## config.mk

```make
export PLATFORM = sky130hd
export DESIGN_NAME = ioctl_word_loader
export DESIGN_NICKNAME = d
export VERILOG_FILES = /design/src/rtl/ioctl_word_loader.sv
export SDC_FILE = /design/constraint.sdc
export NUM_CORES = 1
export LEC_CHECK = 0
export ABC_AREA = 1
export BUFFER_PORTS_ARGS = -buffer_cell sky130_fd_sc_hd__clkbuf_2
export CAP_MARGIN = 30
export CORE_MARGIN = 5
export CORE_UTILIZATION = 54
export CTS_CLUSTER_SIZE = 25
export DETAILED_ROUTE_END_ITERATION = 10
export GPL_TIMING_DRIVEN = 0
export HOLD_SLACK_MARGIN = 0.05
export PLACE_DENSITY = 0.74
export SLEW_MARGIN = 0
export SYNTH_ARGS = -nofsm -noshare
export SYNTH_HDL_FRONTEND = slang
export SYNTH_SLANG_ARGS = --single-unit
```

## constraint.sdc

```tcl
create_clock -name clk_sys -period 3.5 [get_ports clk_sys]
set_input_delay 0.175 -clock clk_sys [delete_from_list [all_inputs] [get_ports clk_sys]]
set_output_delay 0.175 -clock clk_sys [all_outputs]
set_load 0.01 [all_outputs]
```

## src/rtl/ioctl_word_loader.sv

```systemverilog
// ioctl download bridge: packs ioctl bytes into DATA_W words with byte enables,
// queues them in a small FIFO and drains them to a req/ack memory port with back-pressure.
module ioctl_word_loader #(
  parameter int         DATA_W     = 16,
  parameter int         ADDR_W     = 24,
  parameter int         FIFO_DEPTH = 4,
  parameter logic [7:0] INDEX      = 8'd0,
  parameter int         BASE_ADDR  = 0
) (
  input  logic                  clk_sys,
  input  logic                  reset_n,
  input  logic                  ioctl_download,
  input  logic                  ioctl_wr,
  input  logic [24:0]           ioctl_addr,
  input  logic [7:0]            ioctl_dout,
  input  logic [7:0]            ioctl_index,
  output logic                  ioctl_wait,
  output logic                  mem_req,
  output logic [ADDR_W-1:0]     mem_addr,
  output logic [DATA_W-1:0]     mem_data,
  output logic [DATA_W/8-1:0]   mem_be,
  input  logic                  mem_ack,
  output logic                  busy,
  output logic                  done,
  output logic [24:0]           byte_count
);

  localparam int BPW = DATA_W / 8;
  localparam int SH  = $clog2(BPW);
  localparam int LW  = (BPW > 1) ? SH : 1;
  localparam int AW  = $clog2(FIFO_DEPTH);
  localparam int PW  = AW + 1;

  localparam logic [1:0] IDLE  = 2'd0;
  localparam logic [1:0] LOAD  = 2'd1;
  localparam logic [1:0] FLUSH = 2'd2;
  localparam logic [1:0] DONE  = 2'd3;

  logic [1:0]        state_r, state_nx_s;
  logic              dl_prev_r;
  logic              rise_s, fall_s;

  logic              pack_valid_r, pack_done_r;
  logic [ADDR_W-1:0] pack_addr_r;
  logic [DATA_W-1:0] pack_data_r;
  logic [BPW-1:0]    pack_be_r;
  logic              pack_valid_nx_s, pack_done_nx_s;
  logic [ADDR_W-1:0] pack_addr_nx_s;
  logic [DATA_W-1:0] pack_data_nx_s;
  logic [BPW-1:0]    pack_be_nx_s;

  logic [ADDR_W-1:0] fifo_addr_r [FIFO_DEPTH];
  logic [DATA_W-1:0] fifo_data_r [FIFO_DEPTH];
  logic [BPW-1:0]    fifo_be_r   [FIFO_DEPTH];
  logic [PW-1:0]     wr_ptr_r, rd_ptr_r, count_s, count_nx_s;
  logic              fifo_full_s, fifo_empty_s, push_s, pop_s;
  logic [ADDR_W-1:0] push_addr_s;
  logic [DATA_W-1:0] push_data_s;
  logic [BPW-1:0]    push_be_s;

  logic [ADDR_W-1:0] byte_word_s;
  logic [LW-1:0]     lane_s;
  logic              lane_last_s, wr_ok_s, same_word_s;
  logic [BPW-1:0]    byte_be_s, merge_be_s;
  logic [DATA_W-1:0] merge_data_s;

  logic              mem_req_r, busy_r, done_r, wait_r;
  logic [ADDR_W-1:0] mem_addr_r;
  logic [DATA_W-1:0] mem_data_r;
  logic [BPW-1:0]    mem_be_r;
  logic [24:0]       byte_count_r;

  generate
    if (BPW > 1) begin : g_lane
      assign lane_s = ioctl_addr[LW-1:0];
    end else begin : g_lane_single
      assign lane_s = 1'b0;
    end
  endgenerate

  assign byte_word_s  = ADDR_W'(ioctl_addr >> SH);
  assign lane_last_s  = (lane_s == LW'(BPW - 1));
  assign byte_be_s    = BPW'(1'b1) << lane_s;
  assign rise_s       = ioctl_download & ~dl_prev_r;
  assign fall_s       = ~ioctl_download & dl_prev_r;
  assign count_s      = wr_ptr_r - rd_ptr_r;
  assign fifo_empty_s = (wr_ptr_r == rd_ptr_r);
  assign fifo_full_s  = (wr_ptr_r[PW-1] != rd_ptr_r[PW-1]) &&
                        (wr_ptr_r[PW-2:0] == rd_ptr_r[PW-2:0]);
  assign wr_ok_s      = (state_r == LOAD) && ioctl_wr && !fifo_full_s;
  // A completed word never absorbs further bytes, even to the same address.
  assign same_word_s  = pack_valid_r && !pack_done_r && (pack_addr_r == byte_word_s);
  assign pop_s        = !fifo_empty_s && (!mem_req_r || mem_ack);
  assign count_nx_s   = count_s + PW'(push_s) - PW'(pop_s);

  // Merge the incoming byte into either the pending word or a fresh zeroed word.
  always_comb begin
    merge_be_s   = byte_be_s;
    merge_data_s = '0;
    if (same_word_s) begin
      merge_be_s = pack_be_r | byte_be_s;
    end else begin
      merge_be_s = byte_be_s;
    end
    for (int k = 0; k < BPW; k++) begin
      if (byte_be_s[k]) begin
        merge_data_s[8*k +: 8] = ioctl_dout;
      end else if (same_word_s) begin
        merge_data_s[8*k +: 8] = pack_data_r[8*k +: 8];
      end else begin
        merge_data_s[8*k +: 8] = 8'h00;
      end
    end
  end

  // Pack register update and FIFO push selection (at most one push per cycle).
  always_comb begin
    push_s          = 1'b0;
    push_addr_s     = pack_addr_r;
    push_data_s     = pack_data_r;
    push_be_s       = pack_be_r;
    pack_valid_nx_s = pack_valid_r;
    pack_done_nx_s  = pack_done_r;
    pack_addr_nx_s  = pack_addr_r;
    pack_data_nx_s  = pack_data_r;
    pack_be_nx_s    = pack_be_r;
    if (wr_ok_s) begin
      if (pack_valid_r && !same_word_s) begin
        // Pending word leaves first; a new word completed here goes out next cycle.
        push_s          = 1'b1;
        pack_valid_nx_s = 1'b1;
        pack_done_nx_s  = lane_last_s;
        pack_addr_nx_s  = byte_word_s;
        pack_data_nx_s  = merge_data_s;
        pack_be_nx_s    = merge_be_s;
      end else if (lane_last_s) begin
        push_s          = 1'b1;
        push_addr_s     = byte_word_s;
        push_data_s     = merge_data_s;
        push_be_s       = merge_be_s;
        pack_valid_nx_s = 1'b0;
        pack_done_nx_s  = 1'b0;
        pack_data_nx_s  = '0;
        pack_be_nx_s    = '0;
      end else begin
        pack_valid_nx_s = 1'b1;
        pack_done_nx_s  = 1'b0;
        pack_addr_nx_s  = byte_word_s;
        pack_data_nx_s  = merge_data_s;
        pack_be_nx_s    = merge_be_s;
      end
    end else if (pack_valid_r && (pack_done_r || state_r == FLUSH) && !fifo_full_s) begin
      push_s          = 1'b1;
      pack_valid_nx_s = 1'b0;
      pack_done_nx_s  = 1'b0;
      pack_data_nx_s  = '0;
      pack_be_nx_s    = '0;
    end else begin
      push_s = 1'b0;
    end
  end

  // Download state machine next-state.
  always_comb begin
    state_nx_s = state_r;
    case (state_r)
      IDLE: begin
        if (rise_s && (ioctl_index == INDEX)) begin
          state_nx_s = LOAD;
        end else begin
          state_nx_s = IDLE;
        end
      end
      LOAD: begin
        if (fall_s) begin
          state_nx_s = FLUSH;
        end else begin
          state_nx_s = LOAD;
        end
      end
      FLUSH: begin
        if (!pack_valid_r && fifo_empty_s && !mem_req_r) begin
          state_nx_s = DONE;
        end else begin
          state_nx_s = FLUSH;
        end
      end
      DONE:    state_nx_s = IDLE;
      default: state_nx_s = IDLE;
    endcase
  end

  // Control state, pack register, pointers and registered status outputs.
  always_ff @(posedge clk_sys or negedge reset_n) begin
    if (!reset_n) begin
      state_r      <= IDLE;
      dl_prev_r    <= 1'b0;
      pack_valid_r <= 1'b0;
      pack_done_r  <= 1'b0;
      pack_addr_r  <= '0;
      pack_data_r  <= '0;
      pack_be_r    <= '0;
      wr_ptr_r     <= '0;
      rd_ptr_r     <= '0;
      busy_r       <= 1'b0;
      done_r       <= 1'b0;
      wait_r       <= 1'b0;
      byte_count_r <= 25'd0;
    end else begin
      state_r      <= state_nx_s;
      dl_prev_r    <= ioctl_download;
      pack_valid_r <= pack_valid_nx_s;
      pack_done_r  <= pack_done_nx_s;
      pack_addr_r  <= pack_addr_nx_s;
      pack_data_r  <= pack_data_nx_s;
      pack_be_r    <= pack_be_nx_s;
      wr_ptr_r     <= wr_ptr_r + PW'(push_s);
      rd_ptr_r     <= rd_ptr_r + PW'(pop_s);
      busy_r       <= (state_nx_s != IDLE);
      done_r       <= (state_nx_s == DONE);
      // Threshold one below full leaves a slot for a write already in flight.
      wait_r       <= (count_nx_s >= PW'(FIFO_DEPTH - 1)) ||
                      (state_nx_s == FLUSH) || (state_nx_s == DONE);
      if ((state_r == IDLE) && (state_nx_s == LOAD)) begin
        byte_count_r <= 25'd0;
      end else if (wr_ok_s && (byte_count_r != 25'h1FFFFFF)) begin
        byte_count_r <= byte_count_r + 25'd1;
      end else begin
        byte_count_r <= byte_count_r;
      end
    end
  end

  // FIFO storage; contents need no reset since the pointers define validity.
  always_ff @(posedge clk_sys) begin
    if (push_s) begin
      fifo_addr_r[wr_ptr_r[AW-1:0]] <= push_addr_s;
      fifo_data_r[wr_ptr_r[AW-1:0]] <= push_data_s;
      fifo_be_r[wr_ptr_r[AW-1:0]]   <= push_be_s;
    end
  end

  // Memory port output stage; refills in the ack cycle for one word per clock.
  always_ff @(posedge clk_sys or negedge reset_n) begin
    if (!reset_n) begin
      mem_req_r  <= 1'b0;
      mem_addr_r <= '0;
      mem_data_r <= '0;
      mem_be_r   <= '0;
    end else if (pop_s) begin
      mem_req_r  <= 1'b1;
      mem_addr_r <= fifo_addr_r[rd_ptr_r[AW-1:0]] + ADDR_W'(BASE_ADDR);
      mem_data_r <= fifo_data_r[rd_ptr_r[AW-1:0]];
      mem_be_r   <= fifo_be_r[rd_ptr_r[AW-1:0]];
    end else if (mem_req_r && mem_ack) begin
      mem_req_r  <= 1'b0;
    end else begin
      mem_req_r  <= mem_req_r;
    end
  end

  assign ioctl_wait = wait_r;
  assign mem_req    = mem_req_r;
  assign mem_addr   = mem_addr_r;
  assign mem_data   = mem_data_r;
  assign mem_be     = mem_be_r;
  assign busy       = busy_r;
  assign done       = done_r;
  assign byte_count = byte_count_r;

endmodule

```

==> run summary <==
### Run status
• outcome: finished clean

### Worst setup path
• critical path startpoint category: flop
• worst reg2reg path depth: 10
• arrival time reported for the critical path endpoint: 3.43 ns
• start of the worst register-to-register path: rd_ptr_r[0]$_DFF_PN0_
• Worst R2R End: ioctl_wait$_DFF_PN0_
• cells traversed along the worst timing path: buf_2 -> inv_2 -> clkbuf_1 -> clkbuf_1 -> fa_1 -> fa_1 -> ha_1 -> xor2_1 -> xnor2_1 -> nand2_1
• CP peak stage delay: 0.52 ns
• critical path class: reg2reg
• critical-path cell with the highest stage delay: sky130_fd_sc_hd__clkbuf_1
• r2r setup slk: 0.50 ns
• worst path buffer plus inverter count: 4
• required time at the worst-slack endpoint: 3.93 ns
• top fanout value on the critical path: 11
• kind of cell adding the most delay to the critical path: buffers and inverters
• Worst Setup End Kind: flop

### Placed design
• DP HPWL: 22200 um
• RePlAce Congestion: 0.891
• number of placed cells counting well taps: 1795
• Port-buffer cells: 116

### Global route
• number of antenna violations at the first check in global routing: 0
• vias in the first global route: 10105
• wire length of the first global-routing pass: 52600 um
• Total GRT Usage: 0.235
• final global-route overflow total: 0
• pin count of the biggest net entering global routing: 87

### Detailed routing
• DRT iter0 DRCs: 730
• number of routed nets with antenna violations: 0
• number of design rule violations left after detail routing: 0
• detailed-routing iteration count for the pre-antenna-repair pass: 5
• final routed wire length divided by cell count: 17.3 um
• ratio of routed vias to standard cells: 5.35
• Vias: 10104
• post-detailed-routing wire length: 32700 um

### STA
• RSZ-0062 raised after global routing: false
• share of the clock period used by the worst path: 0.857
• Post-Route Skew: 0.0128 ns
• Final Max Tran Viols: 0
• shortest clock period the worst path allows after layout: 3.00 ns
• number of hold-slack violations in the final timing report: 0
• top achievable clock speed: 333 MHz
• slew margin rel.: 0.454
• Min Hold Slack: 0.0706 ns
• transition time at the pin with the least slew margin: 0.817 ns
• Final Setup Violations: 0

### Logic synthesis
• area of the mapped netlist: 13200 um^2
• mean cell area of the mapped netlist: 9.77 um^2
• proportion of synthesized flip-flops having asynchronous set or reset: 0.425
• number of distinct library cells after synthesis: 39
• Post-synth EDFFs: 168
• Synth area leaders: sky130_fd_sc_hd__edfxtp_1 38%, sky130_fd_sc_hd__dfrtp_1 24%, sky130_fd_sc_hd__nand2_1 7.9%
• synthesis warning total: 0
• fraction of synthesized cell area taken by the top area cell type: 0.383
• sequential cell area fraction in the yosys report: 0.618
• cells after synthesis: 1349
• dominant register cell in the synthesized netlist: sky130_fd_sc_hd__edfxtp_1
• Net Count, Synth: 1405
• area leader, netlist: sky130_fd_sc_hd__edfxtp_1
• number of register bits inferred by synthesis: 292

### Cells and area
• signed area change from the synthesized netlist to the final layout: 19.6%
• ant diodes: 0
• proportion of layout cells with a drive suffix above 1: 0.172
• non-filler instance count after layout: 1890
• net count of the finished layout: 1598

### Clock tree
• root buffer selected by CTS: sky130_fd_sc_hd__clkbuf_16
• worst-case clock buffer depth: 3
• clk sinks: 292
• CTS H-tree depth: 1
• total clock buffers created by CTS: 30
• CTS tree: done
• Clk Latency, worst-skew pair: 0.55 ns
• CTS clk-pin slew, worst paths: 0.06 ns

### Min path
• depth of the worst hold-timing path: 6
• endpoint of the worst hold-timing path: pack_data_r[10]$_DFFE_PN0P_
• source of the worst hold timing path: ioctl_addr[0]
• Min-Delay Path Class: in2reg

### Floorplanning
• total number of placement rows: 57
• Die Footprint: 27600 um^2
• Core Region: 24200 um^2
• Starting Density: 0.545
• die extent in x: 166 um
• height of the die: 166 um
• I/O pin cnt: 117

### Power
• Leak: 6.74 nW
• Power Total: 12.2 mW
• Power per Cell Area: 773 nW/um^2
• maximum resistive drop on vdd: 0.000440 V

### Flow run
• max-capacitance violation count: 0

logic make-up (layout without fill, tap and decap cells):
group / count (synthesis) / in the layout / synth area share
and+or+nand+nor: 659 / 659 / 0.210
AOI/OAI and AO/OA: 195 / 195 / 0.0884
buffers and inverters: 173 / 390 / 0.0596
adders and majority gates: 10 / 10 / 0.0106
xor gates and xnor gates: 20 / 20 / 0.0133
DFF: 292 / 292 / 0.618
area by class of cell:
class,count,area (um^2)
inverter,113,432
multi-input combinational,884,4280
clock buffer,34,787
clock inverter,22,245
buffer,60,354
sequential,292,8150
timing repair buffer,161,1110
tap,324,405
fill,1936,8410
worst max-delay path by stage:
| stage | start | to | slack, ns | cells past startpoint |
|---|---|---|---|---|
| 2_1_floorplan | rd_ptr_r[2]$_DFF_PN0_ | fifo_addr_r[0][0]$_DFFE_PP_ | 0.06 | 8 |
| 3_3_place_gp | rd_ptr_r[1]$_DFF_PN0_ | fifo_addr_r[3][15]$_DFFE_PP_ | -1.58 | 9 |
| 3_5_place_dp | rd_ptr_r[0]$_DFF_PN0_ | ioctl_wait$_DFF_PN0_ | 0.49 | 10 |
| 4_1_cts | rd_ptr_r[0]$_DFF_PN0_ | ioctl_wait$_DFF_PN0_ | 0.50 | 10 |
| 5_1_grt | rd_ptr_r[0]$_DFF_PN0_ | ioctl_wait$_DFF_PN0_ | 0.36 | 10 |
| 6_report | rd_ptr_r[0]$_DFF_PN0_ | ioctl_wait$_DFF_PN0_ | 0.50 | 10 |
power breakdown:
group          switching, mW  internal, mW  leakage (nW)
Sequential             0.454          4.44          3.02
Combinational           2.64          1.35          3.21
Clock                   1.32          1.99         0.510
repair_timing:
action | in CTS | in global routing
buffers inserted | 0 | 0
endpoints found under the setup margin | 0 | 0
gates resized for setup | 0 | 0
hold buffers | 39 | 0
endpoints found under the hold margin | 173 | 0
sequential cells by signal (all words and copies together), names as in the netlist, 2 cells and up:
name / count
fifo_addr_r: 96
fifo_data_r: 64
byte_count: 25
mem_addr: 24
pack_addr_r: 24
mem_data: 16
pack_data_r: 16
fifo_be_r: 8
rd_ptr_r: 3
wr_ptr_r: 3
mem_be: 2
pack_be_r: 2
state_r: 2
cell usage after synthesis, types with 6 or more instances:
| cell type | count |
|---|---|
| sky130_fd_sc_hd__nand4_1 | 15 |
| sky130_fd_sc_hd__nand2_1 | 278 |
| sky130_fd_sc_hd__buf_4 | 7 |
| sky130_fd_sc_hd__inv_1 | 101 |
| sky130_fd_sc_hd__xnor2_1 | 6 |
| sky130_fd_sc_hd__nor3_1 | 10 |
| sky130_fd_sc_hd__o21ai_1 | 9 |
| sky130_fd_sc_hd__buf_6 | 12 |
| sky130_fd_sc_hd__nand3_1 | 63 |
| sky130_fd_sc_hd__ha_1 | 8 |
| sky130_fd_sc_hd__a31oi_1 | 43 |
| sky130_fd_sc_hd__clkbuf_1 | 24 |
| sky130_fd_sc_hd__edfxtp_1 | 168 |
| sky130_fd_sc_hd__buf_2 | 10 |
| sky130_fd_sc_hd__nor2_1 | 261 |
| sky130_fd_sc_hd__buf_1 | 7 |
| sky130_fd_sc_hd__xor2_1 | 14 |
| sky130_fd_sc_hd__o21ai_2 | 29 |
| sky130_fd_sc_hd__nand2_4 | 6 |
| sky130_fd_sc_hd__o21ai_0 | 106 |
| sky130_fd_sc_hd__inv_2 | 8 |
| sky130_fd_sc_hd__dfrtp_1 | 124 |
per-stage QoR:
step / instance area (um^2) / util / setup TNS [ns] / setup slack (ns)
after global routing: 15800 / 0.652 / 0 / 0.357
after global placement: 14200 / 0.586 / -254.21 / -1.58
after CTS: 15800 / 0.652 / 0 / 0.497
after floorplan: 13200 / - / 0 / 0.0624
after detailed placement: 14300 / 0.593 / 0 / 0.490
final: 15800 / 0.652 / 0 / 0.499
cells in the final DEF, fill, tap and decap left out, types with 12 or more instances in the layout:
cell	netlist	routed
sky130_fd_sc_hd__o21ai_2	29	29
sky130_fd_sc_hd__edfxtp_1	168	168
sky130_fd_sc_hd__dfrtp_1	124	124
sky130_fd_sc_hd__nor2_1	261	257
sky130_fd_sc_hd__dlygate4sd3_1	0	39
sky130_fd_sc_hd__a31oi_1	43	43
sky130_fd_sc_hd__nand3_1	63	63
sky130_fd_sc_hd__nand4_1	15	15
sky130_fd_sc_hd__clkbuf_16	0	31
sky130_fd_sc_hd__xor2_1	14	14
sky130_fd_sc_hd__clkbuf_1	24	27
sky130_fd_sc_hd__nand2_1	278	278
sky130_fd_sc_hd__buf_6	12	12
sky130_fd_sc_hd__clkbuf_2	0	115
sky130_fd_sc_hd__inv_1	101	101
sky130_fd_sc_hd__o21ai_0	106	106
worst min-delay path: stages:
cell and delay, ns:
sky130_fd_sc_hd__clkbuf_2 0.09, sky130_fd_sc_hd__inv_1 0.08, sky130_fd_sc_hd__nand4_1 0.09, sky130_fd_sc_hd__nand2_1 0.05, sky130_fd_sc_hd__nand2_1 0.05, sky130_fd_sc_hd__nand2_1 0.04
per-layer routing:
layer,track usage,share of wire,vias up
met2,0.394,0.49,333
met4,0.0829,0.029,0
met1,0.315,0.42,4838
li1,-,-,4854
met3,0.0343,0.064,79
met5,0,0,-
Power figures use the tool's default switching activity.
